## config.mk

```make
export PLATFORM = sky130hd
export DESIGN_NAME = crtc_dma_arbiter_flat
export DESIGN_NICKNAME = d
export VERILOG_FILES = /design/src/rtl/pc8001_bus_pkg.sv /design/src/rtl/crtc_dma_arbiter_if.sv /design/src/rtl/crtc_dma_arbiter_bus_mux.sv /design/src/rtl/crtc_dma_arbiter.sv /design/src/flat_wrapper.sv
export SDC_FILE = /design/constraint.sdc
export NUM_CORES = 1
export LEC_CHECK = 0
export ABC_AREA = 1
export BUFFER_PORTS_ARGS = -buffer_cell sky130_fd_sc_hd__buf_2
export CORE_MARGIN = 2
export CORE_UTILIZATION = 44
export DETAILED_ROUTE_END_ITERATION = 10
export GPL_TIMING_DRIVEN = 0
export PLACE_DENSITY_LB_ADDON = 0.2
export SETUP_SLACK_MARGIN = 0.2
export SYNTH_ARGS = -nofsm -noshare
export SYNTH_HDL_FRONTEND = slang
export SYNTH_HIERARCHICAL = 1
export SYNTH_SLANG_ARGS = --single-unit
```

## constraint.sdc

```tcl
create_clock -name clk -period 2.2 [get_ports clk]
set_input_delay 0.55 -clock clk [delete_from_list [all_inputs] [get_ports clk]]
set_output_delay 0.55 -clock clk [all_outputs]
set_load 0.005 [all_outputs]
```

## src/rtl/pc8001_bus_pkg.sv

```systemverilog
// Shared PC-8001 bus definitions: arbiter state encoding,
// default RAM address width and CRTC row length.
package pc8001_bus_pkg;

    localparam int unsigned ADR_W_DEFAULT = 17;

    // Bytes fetched by the CRTC for one character row.
    localparam logic [7:0] CRTC_ROW_LEN = 8'h78;

    typedef enum logic [1:0] {
        ARB_IDLE  = 2'd0,
        ARB_REQ   = 2'd1,
        ARB_GRANT = 2'd2,
        ARB_GAP   = 2'd3
    } arb_state_e;

    // Counter width able to hold 0..max, never narrower than 1 bit.
    function automatic int unsigned cnt_w(input int unsigned max);
        return (max < 1) ? 1 : $clog2(max + 1);
    endfunction

endpackage

```

## src/rtl/crtc_dma_arbiter_if.sv

```systemverilog
// CRTC row-buffer DMA handshake bundle.
// The CRTC is the master, the arbiter is the slave.
interface crtc_dma_arbiter_if
    import pc8001_bus_pkg::*;
#(
    parameter int unsigned ADR_W = ADR_W_DEFAULT
) ();

    logic             dma_req;
    logic             dma_ack;
    logic [ADR_W-1:0] dma_adr;
    logic [7:0]       dma_data;

    modport master (
        output dma_req,
        output dma_adr,
        input  dma_ack,
        input  dma_data
    );

    modport slave (
        input  dma_req,
        input  dma_adr,
        output dma_ack,
        output dma_data
    );

endinterface

```

## src/rtl/crtc_dma_arbiter_bus_mux.sv

```systemverilog
// CPU/DMA work-RAM mux. The select comes straight from the
// arbiter state flop, so the mux only switches on a clock edge.
module bus_mux
    import pc8001_bus_pkg::*;
#(
    parameter int unsigned ADR_W = ADR_W_DEFAULT
) (
    input  logic             dma_sel,
    input  logic [ADR_W-1:0] dma_adr,
    input  logic [ADR_W-1:0] cpu_adr,
    input  logic             cpu_wr,
    input  logic [7:0]       cpu_dout,
    input  logic [7:0]       mem_rdata,
    output logic [ADR_W-1:0] mem_adr,
    output logic             mem_we,
    output logic [7:0]       mem_wdata,
    output logic [7:0]       cpu_din,
    output logic [7:0]       dma_data
);

    // DMA owns the address and write is blocked while selected
    always_comb begin
        mem_adr   = cpu_adr;
        mem_we    = cpu_wr;
        mem_wdata = cpu_dout;
        if (dma_sel) begin
            mem_adr = dma_adr;
            mem_we  = 1'b0;
        end
    end

    // Read data fans out to both sides; each side knows when it is valid
    always_comb begin
        cpu_din  = mem_rdata;
        dma_data = mem_rdata;
    end

endmodule

```

## src/rtl/crtc_dma_arbiter.sv

```systemverilog
// CRTC DMA arbiter: takes the Z80 bus via BUSRQ/BUSAK for the CRTC.
// Optional per-frame GRANT cycle statistics: define DMA_STAT_EN.
module crtc_dma_arbiter
    import pc8001_bus_pkg::*;
#(
    parameter int unsigned MIN_GAP = 4,
    parameter int unsigned TIMEOUT = 1023,
    parameter int unsigned ADR_W   = ADR_W_DEFAULT
) (
    input  logic             clk,
    input  logic             rst_n,
    crtc_dma_arbiter_if.slave dma,
    output logic             cpu_busrq_n,
    input  logic             cpu_busak_n,
    input  logic [ADR_W-1:0] cpu_adr,
    input  logic             cpu_wr,
    input  logic [7:0]       cpu_dout,
    output logic [7:0]       cpu_din,
    output logic [ADR_W-1:0] mem_adr,
    output logic             mem_we,
    output logic [7:0]       mem_wdata,
    input  logic [7:0]       mem_rdata,
    output logic             err_timeout,
    input  logic             clr_err
`ifdef DMA_STAT_EN
    ,
    input  logic             frame_strobe,
    output logic [15:0]      dma_cycles
`endif
);

    localparam logic [1:0] S_IDLE  = 2'(ARB_IDLE);
    localparam logic [1:0] S_REQ   = 2'(ARB_REQ);
    localparam logic [1:0] S_GRANT = 2'(ARB_GRANT);
    localparam logic [1:0] S_GAP   = 2'(ARB_GAP);

    localparam int unsigned WAIT_W = cnt_w(TIMEOUT);
    localparam int unsigned GAP_W  = cnt_w(MIN_GAP);

    localparam logic [WAIT_W-1:0] WAIT_MAX = WAIT_W'(TIMEOUT);
    localparam logic [WAIT_W-1:0] WAIT_ONE = WAIT_W'(1);
    localparam logic [GAP_W-1:0]  GAP_ONE  = GAP_W'(1);

    logic [1:0]        state_q, state_d;
    logic [WAIT_W-1:0] wait_q, wait_d;
    logic [GAP_W-1:0]  gap_q, gap_d;
    logic              err_q, err_d;
    logic              grant;
    logic              gap_last;
    logic              wait_sat;

    assign grant    = (state_q == S_GRANT);
    assign wait_sat = (wait_q == WAIT_MAX);

    // GAP lasts MIN_GAP cycles, but always at least one
    assign gap_last = ((32'(gap_q) + 32'd1) >= 32'(MIN_GAP));

    // Next-state, wait/gap counters and sticky timeout flag
    always_comb begin
        state_d = state_q;
        wait_d  = '0;
        gap_d   = '0;
        err_d   = err_q;
        case (state_q)
            S_IDLE: begin
                if (dma.dma_req) begin
                    state_d = S_REQ;
                end
            end
            S_REQ: begin
                wait_d = wait_sat ? wait_q : wait_q + WAIT_ONE;
                if (!cpu_busak_n) begin
                    state_d = S_GRANT;
                end else if (!dma.dma_req) begin
                    state_d = S_IDLE;
                end
            end
            S_GRANT: begin
                if (!dma.dma_req) begin
                    state_d = S_GAP;
                end
            end
            S_GAP: begin
                if (gap_last) begin
                    state_d = S_IDLE;
                end else begin
                    gap_d = gap_q + GAP_ONE;
                end
            end
            default: begin
                state_d = S_IDLE;
            end
        endcase
        if (clr_err) begin
            err_d = 1'b0;
        end
        if ((state_q == S_REQ) && wait_sat) begin
            err_d = 1'b1;
        end
    end

    // Arbiter state registers
    always_ff @(posedge clk or negedge rst_n) begin
        if (!rst_n) begin
            state_q <= S_IDLE;
            wait_q  <= '0;
            gap_q   <= '0;
            err_q   <= 1'b0;
        end else begin
            state_q <= state_d;
            wait_q  <= wait_d;
            gap_q   <= gap_d;
            err_q   <= err_d;
        end
    end

    // Handshake outputs decode the state flop, so reset releases them at once
    always_comb begin
        cpu_busrq_n = !((state_q == S_REQ) || grant);
        dma.dma_ack = grant;
        err_timeout = err_q;
    end

    bus_mux #(
        .ADR_W (ADR_W)
    ) u_bus_mux (
        .dma_sel   (grant),
        .dma_adr   (dma.dma_adr),
        .cpu_adr   (cpu_adr),
        .cpu_wr    (cpu_wr),
        .cpu_dout  (cpu_dout),
        .mem_rdata (mem_rdata),
        .mem_adr   (mem_adr),
        .mem_we    (mem_we),
        .mem_wdata (mem_wdata),
        .cpu_din   (cpu_din),
        .dma_data  (dma.dma_data)
    );

`ifdef DMA_STAT_EN
    logic        strobe_q, strobe_d;
    logic [15:0] run_q, run_d;
    logic [15:0] cyc_q, cyc_d;
    logic        frame_rise;

    assign frame_rise = frame_strobe && !strobe_q;

    // Count GRANT cycles; latch and restart on each vsync rise
    always_comb begin
        strobe_d = frame_strobe;
        run_d    = run_q;
        cyc_d    = cyc_q;
        if (grant && (run_q != 16'hFFFF)) begin
            run_d = run_q + 16'd1;
        end
        if (frame_rise) begin
            cyc_d = run_q;
            run_d = grant ? 16'd1 : 16'd0;
        end
    end

    // Statistics registers
    always_ff @(posedge clk or negedge rst_n) begin
        if (!rst_n) begin
            strobe_q <= 1'b0;
            run_q    <= '0;
            cyc_q    <= '0;
        end else begin
            strobe_q <= strobe_d;
            run_q    <= run_d;
            cyc_q    <= cyc_d;
        end
    end

    assign dma_cycles = cyc_q;
`else
    // Statistics disabled: no frame counter hardware.
`endif

endmodule

```

## src/flat_wrapper.sv

```systemverilog
// flat-port wrapper written by rule: the top's interface ports become plain ports
module crtc_dma_arbiter_flat import pc8001_bus_pkg::*;
#(
    parameter int unsigned MIN_GAP = 4,
    parameter int unsigned TIMEOUT = 1023,
    parameter int unsigned ADR_W   = ADR_W_DEFAULT
)
  (clk, rst_n, cpu_busrq_n, cpu_busak_n, cpu_adr, cpu_wr, cpu_dout, cpu_din, mem_adr, mem_we, mem_wdata, mem_rdata, err_timeout, clr_err, dma_dma_req, dma_dma_adr, dma_dma_ack, dma_dma_data);
  crtc_dma_arbiter_if #(.ADR_W(ADR_W)) dma_i ();
  input  logic clk;
  input  logic rst_n;
  output logic cpu_busrq_n;
  input  logic cpu_busak_n;
  input  logic [ADR_W-1:0] cpu_adr;
  input  logic cpu_wr;
  input  logic [7:0] cpu_dout;
  output logic [7:0] cpu_din;
  output logic [ADR_W-1:0] mem_adr;
  output logic mem_we;
  output logic [7:0] mem_wdata;
  input  logic [7:0] mem_rdata;
  output logic err_timeout;
  input  logic clr_err;
  input wire logic [$bits(dma_i.dma_req)-1:0] dma_dma_req;
  input wire logic [$bits(dma_i.dma_adr)-1:0] dma_dma_adr;
  output wire logic [$bits(dma_i.dma_ack)-1:0] dma_dma_ack;
  output wire logic [$bits(dma_i.dma_data)-1:0] dma_dma_data;
  assign dma_i.dma_req = dma_dma_req;
  assign dma_i.dma_adr = dma_dma_adr;
  assign dma_dma_ack = dma_i.dma_ack;
  assign dma_dma_data = dma_i.dma_data;
  crtc_dma_arbiter #(.MIN_GAP(MIN_GAP), .TIMEOUT(TIMEOUT), .ADR_W(ADR_W)) u_core (.clk(clk), .rst_n(rst_n), .dma(dma_i), .cpu_busrq_n(cpu_busrq_n), .cpu_busak_n(cpu_busak_n), .cpu_adr(cpu_adr), .cpu_wr(cpu_wr), .cpu_dout(cpu_dout), .cpu_din(cpu_din), .mem_adr(mem_adr), .mem_we(mem_we), .mem_wdata(mem_wdata), .mem_rdata(mem_rdata), .err_timeout(err_timeout), .clr_err(clr_err));
endmodule
```

Yosys cells after proc, flatten, opt, wreduce, memory -nomap -nowiden:

Index checks and enable logic that the tools add are counted.

* bits in latches: 0
* register bits after elaboration: 16
* word-level logic and storage cells: 37
* input port bits: 56
* RAM bits: 0
* memory bits (read-only): 0
* memories kept: 0
* output and inout port bits: 45

* shifts and indexed selects: 0
* reduce and logical (&&, ||, !) cells: 6
* multiply operators: 0
* divide/modulo/power cells: 0
* muxes and demuxes: 14
* bitwise operators: 0
* $add $sub $neg: 3
* eq/ne operators: 9
* order comparisons: 1

Operators with widths (number)
* $ge 32x3->1 const B: 1
* $mux 10: 2
* $mux 17: 1
* $add 10x1->10 const B: 1
* $eq 10x10->1 const B: 1
* $mux 2: 5
* $pmux 2 s4: 1
* $mux 3: 2
* $ne 2x2->1 const B: 3
* $add 3x1->4 const B: 1
* $eq 2x2->1 const B: 2
* $reduce_and 4->1: 1
* $add 3x1->3 const B: 1
* $mux 1: 3
* $ne 3x3->1 const B: 1
* $eq 2x1->1 const B: 1
* $logic_not 2->1: 1
* $ne 2x1->1 const B: 1
* $reduce_bool 2->1: 1
* $logic_and 1x1->1: 1
* $logic_not 1->1: 1
* $logic_or 1x1->1: 1

Depth between registers and ports, before layout:

* word-level depth: 4
* gate-level depth with buffers: 8
* mapped depth without buffers: 8

Hierarchy:

The synthesis kept the hierarchy.

By module, submodules not included
* crtc_dma_arbiter: area an instance 950.9 sq um, cells each 108, seq. area each 400.4 sq um, times used 1
* bus_mux: area an instance 442.9 sq um, cells each 81, seq. area each 0.0 sq um, times used 1

Worst setup path after synthesis:

No wires, ideal clock.

* kind: reg2out
* from: reg u_core.state_q[0]
* to: out mem_adr[10]
* buffers on the path: 2
* arrival: 1170 ps
* stages on the path, launching flop included: 8
* slack: 480 ps
* data required time: 1650 ps
* cells stage by stage: dfrtp_1 inv_1 ha_1 buf_6 inv_8 buf_8 nand2_1 nand2_1

* longest elaborated chain between the ends: 2

Ends and longest elaborated chain
* start: declaration: RTL line crtc_dma_arbiter.sv:44 `logic [1:0] state_q, state_d;`
* start signal: assignment: RTL line crtc_dma_arbiter.sv:110 `state_q <= state_d;`
* $eq 2x2->1: RTL line crtc_dma_arbiter.sv:52 `assign grant = (state_q == S_GRANT);`
* named net dma_dma_ack: RTL line flat_wrapper.sv:26 `output wire logic [$bits(dma_i.dma_ack)-1:0] dma_dma_ack;`
* $mux 17: RTL line crtc_dma_arbiter_bus_mux.sv:26 `if (dma_sel) begin`
* end: declaration: RTL line flat_wrapper.sv:18 `output logic [ADR_W-1:0] mem_adr;`

The timed path passes the listed nets, and every way through them passes these cells.

==> run summary <==
logic gate share of total power -> 61.6%
# setup viols final -> 0
area leader, netlist -> dfrtp_1
Antenna Nets Post-Route -> 0
Synth area leaders -> dfrtp_1, nand2_1, buf_4
Syn Area/Cell -> 7.37 sq um
Synth Instances -> 189
crit path time final -> 1.98 ns
Port Buffers -> 84
HPWL after DPL -> 2760 microns
standard-cell rows -> 20
fillcell total -> 267
Fin Setup TNS -> 0 ns
number of diodes -> 0
GPL Wtd Cong -> 0.767
gr usage total -> 18.3%
GRT overflow -> 0
clock-pin slew on the worst setup and hold paths -> 0.09 ns
Core Area -> 3030 sq um
vias per inst -> 4.30
synthesized area -> 1390 sq um
Synth cell types -> 29
final slew viol count -> 0
Initial Util -> 46.0%
initial antenna violation count -> 0
Place WS -> 0.254 ns
Net Sw Frac -> 39.5%
Max clock buf depth -> 2
most frequent cells in the layout -> buf_2, nand2_1, buf_4
Worst setup EP type -> output pin
wirelength, routed -> 3660 microns
synth warn -> 6
Worst Setup Start Kind -> flip-flop
final instance area -> 1990 sq um
die height -> 60.3 microns
DRC viols -> 0
endpoints failing hold -> 0
H-tree levels -> 1
crit path DAT -> 1.43 ns
Root Buffer Master -> clkbuf_4
Setup CP Type -> reg -> out
WL/cell -> 11.2 microns
Yosys reg bits -> 16
P_int -> 816 uW
TritonCTS clock tree -> yes
Sw Pwr -> 533 uW
Synth top area share -> 28.7%
RSZ-0062 raised after global routing -> true
overall die width -> 60.3 microns
global-route wire length before repair -> 4970 microns
area grow syn2layout -> 42.5%
Finished Layout Cells -> 327
hold_ws -> 0.161 ns
Clk pwr share -> 11.1%
share of the yosys chip area belonging to registers -> 28.7%
commonest non-fill, non-tap cell in the layout -> buf_2
drt first pass iters -> 4
I/O pins -> 101
Hold WC Path Type -> in -> async
ratio of cells with drive above 1 in the final layout -> 51.9%
skew final -> 0.00342 ns
vias in the first global route -> 1147
cts bufs inserted -> 3
Max Cap Viol -> 0
Fmax achieved -> 504 MHz
Tcrit/Tclk final -> 90.2%
Clock Sinks -> 16
Total Nets Final -> 348
die area -> 3630 sq um
crit path max fanout -> 9
PwrDens -> 679 nW/um^2
via count -> 1405
clk_lat worst skew -> 0.28 ns
sequential fraction of design power -> 27.3%
DP Area -> 1870 sq um
largest net degree at the start of global routing -> 17
Synth Net Count -> 252
final worst slack -> 0.215 ns
Max rail drop VDD -> 0.520 mV
leakage -> 1.25 nW
outcome -> complete, no violations
Starting DRT DRC Count -> 66
Crit path required time -> 1.65 ns
DP Cell Count -> 317
## cell usage after synthesis (all sizes together)
| cell type | count |
|---|---|
| nand2 | 82 |
| a21boi | 1 |
| conb | 1 |
| nor2 | 12 |
| clkbuf | 2 |
| a21o | 1 |
| xor2 | 2 |
| nand3b | 2 |
| a21oi | 3 |
| inv | 14 |
| xnor2 | 1 |
| dfrtp | 16 |
| buf | 26 |
| ha | 7 |
| o21ai | 5 |
| clkinv | 1 |
| nand4 | 4 |
| nand3 | 9 |
## critical path, cell delays in order, from the launching register on
cell     delay, ns
dfrtp_1       0.42
ha_4          0.19
buf_8         0.13
inv_8         0.08
buf_8         0.11
nand2_1       0.05
nand2_1       0.06
buf_2         0.12
## through the flow
| step | utilization, % | power, mW |
|---|---|---|
| global placement | 61.7 | 1.07 |
| global route | 65.6 | 1.46 |
| finish | 65.6 | 1.35 |
| detailed placement | 61.7 | 1.07 |
| floorplan | - | 0.820 |
| CTS | 64.0 | 1.29 |
## final cells by class
cell class	instances	area, sq um	area share [%]
buffer	28	238	12.0
multi-input combinational	130	714	36.0
tap	44	55.1	2.77
inverter	15	65.1	3.28
sequential	16	400	20.2
timing repair buffer	91	490	24.7
clock buffer	3	22.5	1.13
## metal layers
layer	part of all wire, %	wire (microns)	track usage, %	vias to the layer above
li1	-	-	-	748
met1	41	1500	20.6	608
met2	50	1840	33.7	47
met3	8.0	294	3.46	2
met4	0.66	24	6.67	0
met5	0	0	0	-
## power by group through the flow
stage / clock (mW) / sequential, mW / combinational [mW]
6_report: 0.150 / 0.369 / 0.830
3_3_place_gp: 0 / 0.381 / 0.684
4_1_cts: 0.157 / 0.368 / 0.769
5_1_grt: 0.169 / 0.375 / 0.915
3_5_place_dp: 0 / 0.383 / 0.688
2_1_floorplan: 0 / 0.373 / 0.447
## flip-flops by register name, indices dropped and copies added, names as in the netlist, named ones only
name	count
u_core/err_timeout	1
u_core/state_q	1
u_core/wait_q	10
u_core/gap_q	3
## logic make-up (layout without fill, tap and decap cells)
| group | Yosys count | after routing | share of synthesized area, % |
|---|---|---|---|
| compound gates | 10 | 10 | 4.58 |
| simple gates | 109 | 109 | 36.8 |
| other cells | 1 | 1 | 0.269 |
| flops | 16 | 16 | 28.7 |
| buf+inv | 43 | 137 | 21.5 |
| xor+xnor | 3 | 3 | 1.89 |
| fa+ha+maj | 7 | 7 | 6.28 |
## worst paths after layout
path	from	to	slack, ns	cells past startpoint
max in group asynchronous	rst_n	u_core/wait_q[7]$_DFFE_PN0P_	1.78	1
worst max register to register	u_core/state_q[0]$_DFFE_PN0P_	u_core/wait_q[4]$_DFFE_PN0P_	0.70	8
worst min register to register	u_core/gap_q[0]$_DFF_PN0_	u_core/gap_q[0]$_DFF_PN0_	0.47	1
worst min-delay path	rst_n	asynchronous set/reset pin	0.16	1
worst max-delay path	flip-flop	mem_adr[11]	0.22	7
min in group clk	clr_err	u_core/err_timeout$_DFFE_PN0P_	0.43	2
## what timing repair did
action / 4_1_cts / 5_1_grt
setup buffers: 4 / 2
gates resized for setup: 4 / 3
pin swaps: 1 / 0
setup endpoints to repair: 18 / 18
hold buffers: 0 / 0
gates cloned: 0 / 1
(Power assumes the default switching activity.)
